[config.mk]
export PLATFORM = sky130hd
export DESIGN_NAME = hazard_sweep
export DESIGN_NICKNAME = d
export VERILOG_FILES = /design/src/rtl/hazard_pkg.sv /design/src/rtl/tick_prescaler.sv /design/src/rtl/hazard_sweep.sv
export SDC_FILE = /design/constraint.sdc
export NUM_CORES = 1
export LEC_CHECK = 0
export BUFFER_PORTS_ARGS = -buffer_cell sky130_fd_sc_hd__buf_4
export CORE_MARGIN = 2
export CORE_UTILIZATION = 50
export CTS_BUF_LIST = sky130_fd_sc_hd__clkbuf_8 sky130_fd_sc_hd__clkbuf_16
export CTS_CLUSTER_DIAMETER = 120
export DETAILED_ROUTE_END_ITERATION = 10
export GPL_ROUTABILITY_DRIVEN = 0
export PLACE_DENSITY = 0.67
export SYNTH_ARGS = -nofsm -noshare
export SYNTH_HDL_FRONTEND = slang
export SYNTH_SLANG_ARGS = --single-unit
[constraint.sdc]
create_clock -name clk -period 3.32 [get_ports clk]
set_input_delay 0 -clock clk [delete_from_list [all_inputs] [get_ports clk]]
set_output_delay 0 -clock clk [all_outputs]
set_load 0.05 [all_outputs]
[src/rtl/hazard_pkg.sv]
// Shared definitions for the hazard-lamp line: display modes and pattern constants.
// Also imported by the control-station top, so keep it free of per-instance parameters.
package hazard_pkg;

    typedef enum logic [1:0] {
        MODE_CALM   = 2'b00,
        MODE_RTL    = 2'b01,
        MODE_LTR    = 2'b10,
        MODE_FREEZE = 2'b11
    } mode_t;

    localparam int N_LEDS_MIN = 2;
    localparam int N_LEDS_MAX = 32;

    // Widest even-bit lamp pattern; narrower lines take the low bits.
    localparam logic [N_LEDS_MAX-1:0] CALM_EVEN_FULL = 32'h5555_5555;

    function automatic logic is_sweep(input mode_t m);
        return (m == MODE_RTL) || (m == MODE_LTR);
    endfunction

endpackage

[src/rtl/tick_prescaler.sv]
// Run-time programmable divider: one tick every max(div,1) enabled cycles.
// Lowering div below the running count fires on the next cycle instead of wrapping.
module tick_prescaler #(
    parameter int DIV_W = 24
) (
    input  logic             clk,
    input  logic             reset,
    input  logic             en,
    input  logic [DIV_W-1:0] div,
    output logic             tick
);

    logic [DIV_W-1:0] cnt;
    logic [DIV_W-1:0] last;

    // div of 0 behaves as 1, so the terminal count is 0 in both cases.
    always_comb begin
        last = (div == '0) ? '0 : div - DIV_W'(1);
    end

    // Comparing with >= rather than == lets a shrunken divisor fire at once.
    assign tick = en && !reset && (cnt >= last);

    // NOTE: state registers use non-blocking assignments so every flop samples pre-edge values.
    always_ff @(posedge clk or posedge reset) begin
        if (reset) begin
            cnt <= '0;
        end else if (tick) begin
            cnt <= '0;
        end else if (en) begin
            cnt <= cnt + DIV_W'(1);
        end
    end

endmodule

[src/rtl/hazard_sweep.sv]
// Hazard lamp line: calm alternation or a single lamp sweeping either way,
// advanced by a programmable prescaler and frozen in place on request.
module hazard_sweep
    import hazard_pkg::*;
#(
    parameter int N_LEDS = 8,
    parameter int DIV_W  = 24
) (
    input  logic              clk,
    input  logic              reset,
    input  logic [1:0]        mode,
    input  logic [DIV_W-1:0]  tick_div,
    output logic [N_LEDS-1:0] led,
    output logic              step,
    output logic [1:0]        cur_mode
);

    localparam int POS_W = $clog2(N_LEDS);
    localparam logic [POS_W-1:0]  POS_LAST  = POS_W'(N_LEDS - 1);
    localparam logic [N_LEDS-1:0] EVEN_MASK = CALM_EVEN_FULL[N_LEDS-1:0];
    localparam logic [N_LEDS-1:0] ODD_MASK  = ~EVEN_MASK;
    localparam logic [N_LEDS-1:0] LAMP_LOW  = N_LEDS'(1);
    localparam logic [N_LEDS-1:0] LAMP_HIGH = LAMP_LOW << (N_LEDS - 1);

    mode_t            req_mode;
    mode_t            disp_mode;
    mode_t            disp_next;
    logic [POS_W-1:0] pos;
    logic [POS_W-1:0] pos_next;
    logic             tick;

    assign req_mode = mode_t'(mode);

    tick_prescaler #(
        .DIV_W (DIV_W)
    ) u_prescaler (
        .clk   (clk),
        .reset (reset),
        .en    (req_mode != MODE_FREEZE),
        .div   (tick_div),
        .tick  (tick)
    );

    assign step     = tick;
    assign cur_mode = disp_mode;

    // A tick never occurs in FREEZE, so disp_mode can never take that value.
    always_comb begin
        // NOTE: defaults first so every path assigns every output and no latch is inferred.
        disp_next = disp_mode;
        pos_next  = pos;
        if (tick) begin
            if (req_mode != disp_mode) begin
                disp_next = req_mode;
                pos_next  = '0;
            end else if (is_sweep(disp_mode)) begin
                pos_next = (pos == POS_LAST) ? '0 : pos + POS_W'(1);
            end else if (disp_mode == MODE_CALM) begin
                pos_next = (pos == '0) ? POS_W'(1) : '0;
            end
        end
    end

    always_ff @(posedge clk or posedge reset) begin
        if (reset) begin
            disp_mode <= MODE_CALM;
            pos       <= '0;
        end else begin
            disp_mode <= disp_next;
            pos       <= pos_next;
        end
    end

    // Moore decode: the lamps follow the registered state only.
    always_comb begin
        led = EVEN_MASK;
        unique case (disp_mode)
            MODE_CALM: led = pos[0] ? ODD_MASK : EVEN_MASK;
            MODE_RTL:  led = LAMP_LOW << pos;
            MODE_LTR:  led = LAMP_HIGH >> pos;
            default:   led = EVEN_MASK;
        endcase
    end

endmodule

======== After elaboration in Yosys (flattened, before gate mapping) ========
Index checks and enable logic that the tools add are counted.
word-level totals
  register bits ........................... 29
  input bits .............................. 28
operators by class
  equality and inequality tests ........... 5
  magnitude comparators ................... 1
  shift operators ......................... 2
  add/sub/neg operators ................... 3
  reduce and logical (&&, ||, !) cells .... 11
  mux-type cells .......................... 10
operators with widths
  cell                                                                  number
  24-bit 2-to-1 mux                                                     3
  24-bit by 1-bit adder with 24-bit output, second input constant       1
  24-bit greater-or-equal comparator                                    1
  24-bit logical NOT                                                    1
  8-bit one-hot mux with 3 select lines                                 1
  24-bit by 1-bit subtractor with 24-bit output, second input constant  1
  3-bit 2-to-1 mux                                                      4
  8-bit 2-to-1 mux                                                      1
  1-bit by 3-bit << shifter with 8-bit output, first input constant     1
  8-bit by 3-bit right shift with 8-bit output, first input constant    1
  2-bit AND reduction                                                   2
  3-bit by 1-bit adder with 3-bit output, second input constant         1
  3-bit == test, second input constant                                  1
  3-bit logical NOT                                                     1
  3-bit nonzero test                                                    1
  2-bit by 1-bit == test with 1-bit output, second input constant       1
  2-bit == test, second input constant                                  1
  1-bit logical AND                                                     2
  2-bit logical NOT                                                     1
  2-bit != test                                                         1
  2-bit != test, second input constant                                  1
  2-bit nonzero test                                                    1
  1-bit logical NOT                                                     1
  1-bit logical OR                                                      1
  1-bit 2-to-1 mux                                                      1

======== Longest topological paths before layout ========
  depth after elaboration ................. 5
  mapped depth ............................ 15

======== By module ========
From an unflattened synthesis, not the netlist that was laid out.
unflattened totals
  cells, all modules ...................... 342
  area total of the unflattened synthesis .. 2952.8 um^2
by module, submodules not included
  module          cells each  times used  area each (um^2)  sequential area each (um^2)
  tick_prescaler  278         1           2414.8            600.6
  hazard_sweep    64          1           538.0             125.1

======== Worst setup path before layout ========
Ideal clock, no wire load.
  path kind ............................... input to register
  start point ............................. input tick_div[9]
  end point ............................... register u_prescaler.cnt[12]
  slack ................................... -302 ps
  data arrival time ....................... 3466 ps
  stages on the path ...................... 14
  library setup time ...................... 156 ps
  path through ............................ or4_4 -> or4b_4 -> nor3_4 -> nand2_1 -> nor3_1 -> a21oi_1 -> ha_1 -> nand4_1 -> nor2_1 -> o211a_1 -> o31ai_1 -> a21oi_1 -> clkbuf_1 -> nor2_1
between the ends
  word-level cells in the longest chain between the ends .. 5
  elaborated cells between the ends (all ways) .. 7
  those cells by class .................... add/sub (1); order compare (1); mux (2); reduce/logical (3)
ends and longest elaborated chain
  item                                                                                        RTL line              source
  start: declaration                                                                          hazard_sweep.sv:12    input logic [DIV_W-1:0] tick_div,
  24-bit by 1-bit subtractor with 24-bit output / 24-bit logical NOT (equally long branches)  tick_prescaler.sv:18  last = (div == '0) ? '0 : div - DIV_W'(1);
  24-bit 2-to-1 mux *                                                                         tick_prescaler.sv:18
  24-bit greater-or-equal comparator *                                                        tick_prescaler.sv:22  assign tick = en && !reset && (cnt >= last);
  1-bit logical AND *                                                                         tick_prescaler.sv:22
  net step                                                                                    hazard_sweep.sv:14    output logic step,
  24-bit 2-to-1 mux / 2-bit nonzero test (equally long branches)                              n/a
  end signal: assignment                                                                      tick_prescaler.sv:31  cnt <= cnt + DIV_W'(1);
  end: declaration                                                                            tick_prescaler.sv:13  logic [DIV_W-1:0] cnt;
Mark *: on every way through the listed nets, which the timed path passes. The rest lies on a longest branch.
A chain may end at the register's enable or synchronous reset.

======== Worst setup path after layout ========
  start point ............................. input tick_div[7]
  end point ............................... output step
between the ends
  word-level cells in the longest chain between the ends .. 4
  elaborated cells between the ends (all ways) .. 5
  those cells by class .................... add/sub (1); order compare (1); mux (1); reduce/logical (2)
ends and longest elaborated chain
  item                                                                                        RTL line
  24-bit by 1-bit subtractor with 24-bit output / 24-bit logical NOT (equally long branches)  tick_prescaler.sv:18
  24-bit 2-to-1 mux *                                                                         tick_prescaler.sv:18
  24-bit greater-or-equal comparator *                                                        tick_prescaler.sv:22
  1-bit logical AND *                                                                         tick_prescaler.sv:22
  end: declaration                                                                            hazard_sweep.sv:14
Mark *: on every way between the ends. The rest lies on a longest branch, timed or not.

==> results.txt <==
# nets final: 459
Slew Viols, Final: 0
Final Skew: 0.008540 ns
Worst slew pin tran: 0.8210 ns
Area share of fa/ha/maj cells after synthesis: 16.96%
Arrival time worst endpoint: 3.19 ns
Syn nets: 400
Max-Cap Viols: 0
CP max-delay cell: or4_4
Count leader, synth: nand2_1
Buf+Inv Stages, Crit Path: 3
Largest net degree at the start of global routing: 32
Synth top cells by count: 54 x nand2_1, 45 x nor2_1, 37 x ha_1, 29 x dfrtp_1, 28 x xor2_1
Total GRT Usage: 20.14%
Clk slew on worst S/H paths: 0.06 ns
Largest family of logic cells by synthesized area: simple AND/OR/NAND/NOR gates
Synth Area in XOR/XNOR: 14.12%
Post-synthesis compound-gate area fraction: 11.73%
Area grow syn2layout: 25.85%
Layout Utilization: 66.42%
Root Buffer Master: clkbuf_8
Proportion of synthesized area in mux cells: 0.3666%
# diodes: 0
Critical Path Max Stage Delay: 0.55 ns
Finished Cell Area: 3436 µm²
Port Buffer Count: 38
DRC viols: 0
Height of the die: 77.90 µm
Worst slew margin: 44.84%
CTS tree: yes
Filler cell count in the final layout: 465
Hold Path Class: input pin to flop
Final wirelength: 6.130 mm
H-tree depth: 2
Crit-path cells: buf_6 -> or4_4 -> or4b_4 -> nor3_4 -> nand2_1 -> xnor2_1 -> nand2_1 -> ha_4 -> nand4_1 -> nor2_2 -> o211a_1 -> o31ai_4 -> a21oi_2 -> buf_6 -> buf_8
Top cell type's share of synthesized area: 26.58%
Number of cells on the critical path: 15
Area of the multi-input gates: 2004 µm²
Global-route wire length before repair: 10.04 mm
Synth Warn #: 0
Total die area: 6068 µm²
CP endpoint kind: primary output
Reg2reg path depth: 9
Initial antenna violation count: 0
Avg Vias per Cell: 5.388
Final setup viols: 0
Width of the die: 77.90 µm
I/O Pins: 39
Site Rows: 26
Largest area contributor in the netlist: dfrtp_1
VDD IR-drop max: 0.3695 mV
Share of cells above drive strength 1: 20.30%
Drt first pass iters: 7
Status: completed
Post-route antenna net violation count: 0
Crit path max-delay family: simple AND/OR/NAND/NOR gates
Worst skew pair latency: 0.28 ns
Final Hold Viols: 0
Synth Area in Simple Gates: 27.68%
Fmax: 0.3136 GHz
Synthesized flop and latch total: 29
Core Footprint: 5172 µm²
Placement Cell Area: 3223 µm²
Clock Sinks: 29
Synth Cell Area: 2730 µm²
Via count: 2500
Async SR Flop Fraction: 100.0%
RSZ-0062 raised after global routing: yes
Number of library cell types mapped by synthesis: 46
Worst hold margin: 0.04206 ns
CP Launch Type: input pin
Sequential area share after synthesis: 26.58%
Register area: 725.7 µm²
Initial Util: 52.78%
Dpl hpwl: 4.779 mm
Crit-path max FO: 7
Number of flops mapped to enable cells by yosys: 0
Clock buffer depth: 2
Initial DRC Count: 66
Post-DR wirelength/cell: 13.21 µm
Average cell area after synthesis: 8.150 µm²
CP required: 3.32 ns
Static Leakage: 1.722 nW
Synth area leaders: dfrtp_1 27%, ha_1 17%, xor2_1 9.0%
Most common flop cell mapped by yosys: dfrtp_1
Gr ovfl total: 0
Final period util: 96.04%
Vias in the first global route: 2254
Kind of critical path: input pin to primary output
CTS buffer count: 5
Min-Delay Path Depth: 3
Gate Count Post-Synth: 335
Min Clock Period, post-route: 3.189 ns
Pwr dens: 325.6 nW/µm²
per-stage QoR:
| step | setup slack, ns | setup TNS (ns) | power, mW | instances |
|---|---|---|---|---|
| global placement | -0.01486 | -0.01486 | 0.7518 | 454 |
| finish | 0.1313 | 0 | 1.119 | 464 |
| floorplan | 0.07442 | 0 | 0.6481 | 335 |
| CTS | 0.002115 | 0 | 1.112 | 462 |
| detailed placement | -0.1115 | -0.4369 | 0.7614 | 454 |
| global route | -0.02785 | -0.08173 | 1.205 | 464 |
registers in the layout (all words and copies together), names as in the netlist:
register	count
pos	3
u_prescaler.cnt	24
cur_mode	2
path summary, 6_finish.rpt:
path | start | to | slack [ns]
setup / recovery | tick_div[7] | step | 0.13
hold / removal | mode[0] | cur_mode[0]$_DFFE_PP0P_ | 0.04
setup reg to reg | u_prescaler.cnt[13]$_DFFE_PP0P_ | u_prescaler.cnt[1]$_DFFE_PP0P_ | 1.08
hold reg to reg | pos[1]$_DFFE_PP0P_ | pos[1]$_DFFE_PP0P_ | 0.56
max in group asynchronous | reset | u_prescaler.cnt[19]$_DFFE_PP0P_ | 2.64
min in group asynchronous | reset | cur_mode[0]$_DFFE_PP0P_ | 0.39
cell type report:
| class | count | share of cell area [%] |
|---|---|---|
| sequential | 29 | 21.12 |
| timing repair buffer | 58 | 13.66 |
| tap | 70 | 2.549 |
| inverter | 12 | 1.311 |
| clock buffer | 5 | 2.003 |
| clock inverter | 2 | 1.020 |
| multi-input combinational | 288 | 58.34 |
timing repair:
action,CTS,global route
gates resized for setup,0,18
hold endpoints to repair,29,0
setup endpoints to repair,0,29
hold buffers,1,0
buffers inserted,0,2
worst min-delay path, stage by stage:
cell and delay (ns):
buf_4 0.11, a211oi_1 0.06, a21oi_1 0.11
kinds of logic (layout without fill, tap and decap cells):
group | after synthesis | count (layout)
mux | 1 | 1
buf+inv | 18 | 77
simple gates | 156 | 156
fa+ha+maj | 37 | 37
compound gates | 50 | 50
xor+xnor | 44 | 44
flops | 29 | 29
metal layers:
layer / routed length (µm) / share of wire [%] / track usage (%) / vias up
li1: - / - / - / 1297
met1: 2966 / 48 / 27.93 / 1167
met2: 3000 / 49 / 32.93 / 32
met3: 143 / 2.3 / 3.605 / 4
met4: 20 / 0.33 / 4.035 / 0
met5: 0 / 0 / 0 / -
placed cells by master (no fill, tap or decap), types with 2 or more instances in the layout:
cell type  count
nand2_1       53
buf_4         52
nor2_1        44
ha_1          36
dfrtp_1       29
xor2_1        28
a21oi_1       19
nand3_1       15
xnor2_1       15
inv_1         12
nor3_1         8
nand4_1        6
o21ai_0        5
clkbuf_8       5
and3_1         4
and4_1         4
nor3_2         3
or3_1          3
a31oi_1        3
buf_6          3
a22o_1         2
a21o_1         2
o21ai_1        2
nor3_4         2
a211oi_1       2
a211o_1        2
a32o_1         2
o211ai_1       2
power breakdown:
part / internal, mW / leakage [nW] / total, mW / switching [mW]
Combinational: 0.142 / 1.28 / 0.306 / 0.163
Sequential: 0.399 / 0.386 / 0.465 / 0.0659
Clock: 0.218 / 0.0540 / 0.348 / 0.130
No activity file was read; power rests on OpenSTA's default activity.
